<file path="config.mk">
export PLATFORM = sky130hd
export DESIGN_NAME = conv_row_scheduler
export DESIGN_NICKNAME = d
export VERILOG_FILES = /design/src/rtl/conv_row_scheduler_pkg.sv /design/src/rtl/conv_row_scheduler_row_window_buffer.sv /design/src/rtl/conv_row_scheduler.sv
export SDC_FILE = /design/constraint.sdc
export NUM_CORES = 1
export LEC_CHECK = 0
export ABC_AREA = 0
export BUFFER_PORTS_ARGS = -buffer_cell sky130_fd_sc_hd__buf_2
export CAP_MARGIN = 25
export CELL_PAD_IN_SITES_DETAIL_PLACEMENT = 0
export CELL_PAD_IN_SITES_GLOBAL_PLACEMENT = 1
export CORE_MARGIN = 1.5
export CORE_UTILIZATION = 47
export CTS_CLUSTER_DIAMETER = 60
export CTS_CLUSTER_SIZE = 40
export DETAILED_ROUTE_END_ITERATION = 8
export PLACE_DENSITY = 0.84
export SYNTH_ARGS = -nofsm -noshare
export SYNTH_HDL_FRONTEND = slang
export SYNTH_HIERARCHICAL = 1
export SYNTH_SLANG_ARGS = --single-unit
</file>
<file path="constraint.sdc">
create_clock -name clk -period 5.57 [get_ports clk]
set_clock_uncertainty 0.15 [all_clocks]
set_input_delay 1.3925 -clock clk [delete_from_list [all_inputs] [get_ports clk]]
set_output_delay 1.3925 -clock clk [all_outputs]
set_load 0.005 [all_outputs]
</file>
<file path="src/rtl/conv_row_scheduler_pkg.sv">
// Shared constants, state encoding and header validation for the
// 3x3 binary convolution row scheduler.
package conv_row_scheduler_pkg;

    localparam int          CRS_ADDR_W      = 12;
    localparam int          CRS_DATA_W      = 16;
    localparam int          CRS_KDIM        = 3;
    localparam logic [11:0] CRS_IN_BASE     = 12'h0;
    localparam logic [11:0] CRS_W_DIM_ADDR  = 12'h1;
    localparam logic [11:0] CRS_W_DATA_ADDR = 12'h2;

    // Row limit keeps the last row address (IN_BASE+1+nrows) inside 12 bits.
    localparam int          CRS_MIN_DIM     = 3;
    localparam int          CRS_MAX_ROWS    = 4094;
    localparam int          CRS_MAX_COLS    = 16;

    typedef logic [2:0] state_t;

    localparam state_t S_IDLE    = 3'd0;
    localparam state_t S_HDR0    = 3'd1;
    localparam state_t S_HDR1    = 3'd2;
    localparam state_t S_FILL    = 3'd3;
    localparam state_t S_PRESENT = 3'd4;
    localparam state_t S_DONE    = 3'd5;

    // Header is usable only for a square kernel of the supported size and
    // an image large enough to hold at least one 3x3 window.
    function automatic logic hdr_ok(input logic [15:0] nrows,
                                    input logic [15:0] ncols,
                                    input logic [15:0] kdim,
                                    input logic [15:0] kdim_req);
        return (kdim == kdim_req)
            && (nrows >= 16'(CRS_MIN_DIM)) && (nrows <= 16'(CRS_MAX_ROWS))
            && (ncols >= 16'(CRS_MIN_DIM)) && (ncols <= 16'(CRS_MAX_COLS));
    endfunction

endpackage

</file>
<file path="src/rtl/conv_row_scheduler_row_window_buffer.sv">
// Three-row sliding window plus a one-row staging register. Rows enter at
// the bottom (r2) and move toward the top (r0). A row that returns from the
// SRAM while the window is stalled parks in the staging register; if the
// window advances in the same cycle the row returns, it bypasses straight
// into r2.
module row_window_buffer
    import conv_row_scheduler_pkg::*;
#(
    parameter int DATA_W = CRS_DATA_W
)(
    input  logic              clk,
    input  logic              reset_b,
    input  logic              i_clear,
    input  logic              i_fill,
    input  logic              i_accept,
    input  logic              i_rd_valid,
    input  logic [DATA_W-1:0] i_rd_data,
    output logic [DATA_W-1:0] o_r0,
    output logic [DATA_W-1:0] o_r1,
    output logic [DATA_W-1:0] o_r2
);

    logic [DATA_W-1:0] r_row0;
    logic [DATA_W-1:0] r_row1;
    logic [DATA_W-1:0] r_row2;
    logic [DATA_W-1:0] r_stage;
    logic              r_stage_valid;

    // Window shift, staging capture and bypass into the bottom row.
    // NOTE: every register here is assigned with <= so all of them update
    // from the same pre-edge values and the shift chain does not collapse.
    always_ff @(posedge clk or negedge reset_b) begin
        if (!reset_b) begin
            r_row0        <= '0;
            r_row1        <= '0;
            r_row2        <= '0;
            r_stage       <= '0;
            r_stage_valid <= 1'b0;
        end else if (i_clear) begin
            r_row0        <= '0;
            r_row1        <= '0;
            r_row2        <= '0;
            r_stage       <= '0;
            r_stage_valid <= 1'b0;
        end else if (i_fill) begin
            if (i_rd_valid) begin
                r_row0 <= r_row1;
                r_row1 <= r_row2;
                r_row2 <= i_rd_data;
            end
        end else if (i_accept) begin
            r_row0 <= r_row1;
            r_row1 <= r_row2;
            if (r_stage_valid) begin
                r_row2        <= r_stage;
                r_stage_valid <= i_rd_valid;
                if (i_rd_valid) begin
                    r_stage <= i_rd_data;
                end
            end else if (i_rd_valid) begin
                r_row2 <= i_rd_data;
            end
        end else if (i_rd_valid) begin
            r_stage       <= i_rd_data;
            r_stage_valid <= 1'b1;
        end
    end

    assign o_r0 = r_row0;
    assign o_r1 = r_row1;
    assign o_r2 = r_row2;

endmodule

</file>
<file path="src/rtl/conv_row_scheduler.sv">
// Job sequencer for one binary 3x3 convolution: reads the image and weight
// headers, loads the kernel, then streams a sliding 3-row window to the
// datapath over valid/ready, tagging each window with its output row.
module conv_row_scheduler
    import conv_row_scheduler_pkg::*;
#(
    parameter int                ADDR_W      = CRS_ADDR_W,
    parameter int                DATA_W      = CRS_DATA_W,
    parameter int                KDIM        = CRS_KDIM,
    parameter logic [ADDR_W-1:0] IN_BASE     = CRS_IN_BASE,
    parameter logic [ADDR_W-1:0] W_DIM_ADDR  = CRS_W_DIM_ADDR,
    parameter logic [ADDR_W-1:0] W_DATA_ADDR = CRS_W_DATA_ADDR
)(
    input  logic              clk,
    input  logic              reset_b,
    input  logic              run,
    output logic              busy,
    output logic              done,
    output logic              err,
    output logic [ADDR_W-1:0] sram_rd_addr,
    input  logic [DATA_W-1:0] sram_rd_data,
    output logic [ADDR_W-1:0] wmem_rd_addr,
    input  logic [DATA_W-1:0] wmem_rd_data,
    output logic [8:0]        kernel,
    output logic              kern_load,
    output logic [DATA_W-1:0] win_r0,
    output logic [DATA_W-1:0] win_r1,
    output logic [DATA_W-1:0] win_r2,
    output logic [ADDR_W-1:0] win_out_addr,
    output logic              win_last,
    output logic              win_valid,
    input  logic              win_ready
);

    state_t            r_state;
    state_t            w_state_nxt;
    logic [15:0]       r_nrows;
    logic [15:0]       r_kdim;
    logic [15:0]       r_rd_row;      // index of the next image row to read
    logic [1:0]        r_fill_cnt;
    logic              r_rd_pending;  // a row read was issued last cycle
    logic              r_kern_load;
    logic              r_err;
    logic [8:0]        r_kernel;
    logic [ADDR_W-1:0] r_out_addr;

    logic              w_start;
    logic              w_hdr_ok;
    logic              w_rows_left;
    logic              w_accept;
    logic              w_last;
    logic              w_issue_row;
    logic [ADDR_W-1:0] w_row_addr;
    logic [ADDR_W-1:0] w_sram_addr;
    logic [ADDR_W-1:0] w_wmem_addr;

    assign w_start     = (r_state == S_IDLE) && run;
    assign w_hdr_ok    = hdr_ok(r_nrows, 16'(sram_rd_data), r_kdim, 16'(KDIM));
    assign w_rows_left = (r_rd_row < r_nrows);
    assign w_accept    = (r_state == S_PRESENT) && win_ready;
    assign w_last      = (r_state == S_PRESENT) && (16'(r_out_addr) == (r_nrows - 16'd3));
    assign w_row_addr  = ADDR_W'(16'(IN_BASE) + 16'd2 + r_rd_row);

    // A row read goes out for the first row once the header passes, for each
    // fill cycle while rows remain, and for each accepted non-final window.
    assign w_issue_row = ((r_state == S_HDR1) && w_hdr_ok)
                      || ((r_state == S_FILL) && w_rows_left)
                      || (w_accept && !w_last && w_rows_left);

    // Next-state decode; run is only looked at in IDLE.
    // NOTE: the default assignment up front keeps this block free of latches.
    always_comb begin
        w_state_nxt = r_state;
        case (r_state)
            S_IDLE:    if (run) w_state_nxt = S_HDR0;
            S_HDR0:    w_state_nxt = S_HDR1;
            S_HDR1:    w_state_nxt = w_hdr_ok ? S_FILL : S_DONE;
            S_FILL:    if (r_fill_cnt == 2'd2) w_state_nxt = S_PRESENT;
            S_PRESENT: if (w_accept && w_last) w_state_nxt = S_DONE;
            S_DONE:    w_state_nxt = S_IDLE;
            default:   w_state_nxt = S_IDLE;
        endcase
    end

    // Read-port addressing: header words first, then image rows on demand.
    always_comb begin
        w_sram_addr = '0;
        w_wmem_addr = '0;
        case (r_state)
            S_IDLE: begin
                if (run) begin
                    w_sram_addr = IN_BASE;
                    w_wmem_addr = W_DIM_ADDR;
                end
            end
            S_HDR0: begin
                w_sram_addr = IN_BASE + ADDR_W'(1);
                w_wmem_addr = W_DATA_ADDR;
            end
            default: begin
                if (w_issue_row) w_sram_addr = w_row_addr;
            end
        endcase
    end

    // State, header capture, row/window counters and kernel register.
    always_ff @(posedge clk or negedge reset_b) begin
        if (!reset_b) begin
            r_state      <= S_IDLE;
            r_nrows      <= '0;
            r_kdim       <= '0;
            r_rd_row     <= '0;
            r_fill_cnt   <= '0;
            r_rd_pending <= 1'b0;
            r_kern_load  <= 1'b0;
            r_err        <= 1'b0;
            r_kernel     <= '0;
            r_out_addr   <= '0;
        end else begin
            r_state      <= w_state_nxt;
            r_rd_pending <= w_issue_row;
            r_kern_load  <= (r_state == S_HDR1) && w_hdr_ok;

            if (w_start) begin
                r_rd_row   <= '0;
                r_fill_cnt <= '0;
                r_out_addr <= '0;
                r_err      <= 1'b0;
            end

            if (r_state == S_HDR0) begin
                r_nrows <= 16'(sram_rd_data);
                r_kdim  <= 16'(wmem_rd_data);
            end

            if (r_state == S_HDR1) begin
                r_err <= !w_hdr_ok;
                if (w_hdr_ok) r_kernel <= wmem_rd_data[8:0];
            end

            if (w_issue_row)            r_rd_row   <= r_rd_row + 16'd1;
            if (r_state == S_FILL)      r_fill_cnt <= r_fill_cnt + 2'd1;
            if (w_accept && !w_last)    r_out_addr <= r_out_addr + ADDR_W'(1);
        end
    end

    row_window_buffer #(
        .DATA_W (DATA_W)
    ) u_row_window_buffer (
        .clk        (clk),
        .reset_b    (reset_b),
        .i_clear    (w_start),
        .i_fill     (r_state == S_FILL),
        .i_accept   (w_accept),
        .i_rd_valid (r_rd_pending),
        .i_rd_data  (sram_rd_data),
        .o_r0       (win_r0),
        .o_r1       (win_r1),
        .o_r2       (win_r2)
    );

    assign busy         = (r_state != S_IDLE) && (r_state != S_DONE);
    assign done         = (r_state == S_DONE);
    assign err          = (r_state == S_DONE) && r_err;
    assign sram_rd_addr = w_sram_addr;
    assign wmem_rd_addr = w_wmem_addr;
    assign kernel       = r_kernel;
    assign kern_load    = r_kern_load;
    assign win_out_addr = r_out_addr;
    assign win_last     = w_last;
    assign win_valid    = (r_state == S_PRESENT);

endmodule
</file>
==> metrics <==
status finished, final reports clean; Yosys warning total 6; total congestion overflow 0; vias in the first global route 5985; initial antenna violation count 1; max-slew violation count 0; critical path type in2out; CTS resizes 0; P per Cell Area about 500 nW/µm²; I/O pin total 135; wire length of the first global-routing pass 31.7 mm; DIE AREA between 15000 and 20000 µm²; most common cell after layout, fill and taps aside dfrtp_1; DIE WIDTH around 130 µm; post-DR wirelength/cell roughly 18 µm; Syn Area/Cell 9.97 µm²; Clk pwr share 0.243; RSZ-0062 raised after global routing false; Critical Path Slowest Stage Cell or4b_1; # Max-Cap Violations 0; count of state elements after synthesis about 140; Hold Path End r_fill_cnt[0]; Req. time, crit path between 4 and 5 ns; Cells after DPL roughly 1100; GPL Wtd Cong between 0.8 and 0.9; maximum vdd drop between 0.2 and 0.3 mV; Synth Instances 770; DP Area ~8400 µm²; Hold Path Stages 1; die height 131 µm; Post-synth EDFFs 0; cts bufs inserted 17; Iter 0 DRT Violations 308; Reg2Reg Setup Slack 2.21 ns; CTS tree built; Gate power share 0.373; hold path start r_fill_cnt[0]; Sink Count about 140; fin crit share 0.939; Skew-Pair Late Insertion Delay 0.43 ns; Via Count 6319; Total GRT Usage 0.241; Initial Util 0.482; sequential fraction of the synthesis area 0.463; hold buffers post-CTS 0; Crit. End Element output port; commonest non-fill, non-tap cells in the layout dfrtp_1 (142), buf_2 (123), nand2_1 (64); number of library cell types mapped by synthesis 72; Nets around 930; hold slack final ~0.35 ns; Post-CTS Setup Inserts 0; setup TNS 0 ns; Pint 0.00272 W; Buf/Inv on CP 3; critical path's top delay family simple AND/OR/NAND/NOR gates; Sw Share 0.399; Tmin final about 5.2 ns; Psw around 0.0018 W; CP dominant cell by count buf_2; final cell count without fillers approximately 1100; Worst-Margin Slew around 0.96 ns; max incr delay on CP ~0.51 ns; final setup violating endpoints 0; CP Data Arrival Time around 3.7 ns; CTS root buf clkbuf_16; post-layout util 0.567; final hold viol count 0; Leak Pwr 4.41 nW; R2R depth 9; hpwl dp approximately 14 mm; layout cell share with drive strength beyond 1 0.257; clock-pin slew on the worst setup and hold paths about 0.06 ns; clock buffer depth 2; Async SR Flop Fraction 1.00; routed vias/inst roughly 5.7; Critical Path Source Type input pin; Crit Path Max Fanout 13; antenna-violating nets left 0; Hold Crit Class reg2reg; largest net degree at the start of global routing ~110; Max-Slew Margin vs Limit 0.358; Post-synth top flop dfrtp_1; WL final around 20 mm; FP Rows 46; port bufs 124; fmax around 0.19 GHz; DRC viols 0; cell area after synthesis between 7000 and 8000 µm²; First-pass DRT Iterations 4; reg2reg end win_out_addr[10]; worst flop-to-flop path startpoint r_nrows[1]; H-tree depth 4; final instance area 9040 µm²; Core Region 15900 µm²; crit path cell chain buf_2 > or4b_1 > o22ai_1 > o31a_1 > nand4b_1 > nor2_1 > a21o_1 > nor2_4 > inv_2 > and2_1 > buf_2; sequential share of power 0.384; Layout area overhead 17.7%
[sequential cells by signal (all words and copies together), names as in the netlist]
register / count
u_row_window_buffer/o_r2: 16
r_kdim: 16
r_rd_pending: 1
r_nrows: 16
r_fill_cnt: 2
u_row_window_buffer/o_r1: 16
u_row_window_buffer/o_r0: 16
r_rd_row: 16
u_row_window_buffer/r_stage_valid: 1
kern_load: 1
r_state: 3
kernel: 9
win_out_addr: 12
r_err: 1
u_row_window_buffer/r_stage: 16
[power groups by stage]
| stage | sequential (W) | combinational [W] | clock, W |
|---|---|---|---|
| 3_5_place_dp | 0.00174 | 0.00167 | 0 |
| 2_1_floorplan | 0.00159 | 0.00126 | 0 |
| 6_report | 0.00173 | 0.00168 | 0.00110 |
| 5_1_grt | 0.00178 | 0.00187 | 0.00116 |
| 3_3_place_gp | 0.00173 | 0.00159 | 0 |
| 4_1_cts | 0.00172 | 0.00168 | 0.00112 |
[cell usage after synthesis, types with 3 or more instances]
cell type | count | area (µm²)
a21oi_1 | 17 | 85.1
inv_1 | 26 | 97.6
or3_1 | 3 | 18.8
and3_1 | 14 | 87.6
o21ai_0 | 40 | 200
a221o_1 | 6 | 60.1
dfrtp_1 | 142 | 3550
a211oi_1 | 20 | 150
nor3_1 | 12 | 60.1
mux2_2 | 41 | 462
clkbuf_1 | 22 | 82.6
a22o_1 | 32 | 280
nand4_1 | 15 | 93.8
xor2_1 | 11 | 96.3
a21o_1 | 17 | 128
o31ai_1 | 16 | 120
xnor2_1 | 12 | 105
buf_2 | 19 | 95.1
nand3_1 | 24 | 120
ha_1 | 21 | 263
nor2_1 | 50 | 188
nor4_1 | 12 | 75.1
nand2b_1 | 5 | 31.3
nor2b_1 | 35 | 219
buf_4 | 11 | 82.6
nand2_1 | 64 | 240
clkbuf_2 | 4 | 20.0
nor3b_1 | 8 | 60.1
a22oi_1 | 8 | 60.1
and2b_1 | 6 | 45.0
or2_2 | 7 | 43.8
[per-stage QoR]
| stage | total power (W) | worst slack [ns] |
|---|---|---|
| 2_1_floorplan | 0.00285 | 0.929 |
| 3_3_place_gp | 0.00332 | 0.421 |
| 3_5_place_dp | 0.00341 | 0.381 |
| 4_1_cts | 0.00452 | 0.373 |
| 5_1_grt | 0.00481 | 0.196 |
| 6_report | 0.00452 | 0.339 |
[worst max path at each step]
stage	start	endpoint	slack, ns	cells after the start
floorplan	sram_rd_data[3]	sram_rd_addr[10]	0.93	9
global placement	sram_rd_data[3]	sram_rd_addr[2]	0.42	11
detailed placement	sram_rd_data[3]	sram_rd_addr[2]	0.38	11
CTS	sram_rd_data[3]	sram_rd_addr[2]	0.37	11
global route	sram_rd_data[3]	sram_rd_addr[2]	0.20	11
finish	sram_rd_data[3]	sram_rd_addr[2]	0.34	11
[metal layers]
metal	vias up	track usage	share of wire
met2	184	0.375	0.46
met4	0	0.0892	0.020
met1	3139	0.341	0.47
li1	2969	-	-
met5	-	0	0
met3	27	0.0387	0.045
[cells by family (layout without fill, tap and decap cells)]
group                    Yosys count  after routing  synth area share
AO/OA/AOI/OAI                    177            177             0.165
multiplexers                      44             44            0.0642
other                              1             11          0.000488
buffers and inverters             85            194            0.0517
AND/OR/NAND/NOR                  277            277             0.195
XOR/XNOR                          23             23            0.0262
adder cells (fa/ha/maj)           21             21            0.0342
flip-flops                       142            142             0.463
[area by class of cell]
class | instances | area (µm²)
antenna | 1 | 2.50
clock buffer | 19 | 453
clock inverter | 13 | 119
fill | 1428 | 6900
inverter | 28 | 105
multi-input combinational | 552 | 3770
sequential | 142 | 3550
tap | 216 | 270
timing repair buffer | 134 | 766
No activity file was read; power rests on OpenSTA's default activity.
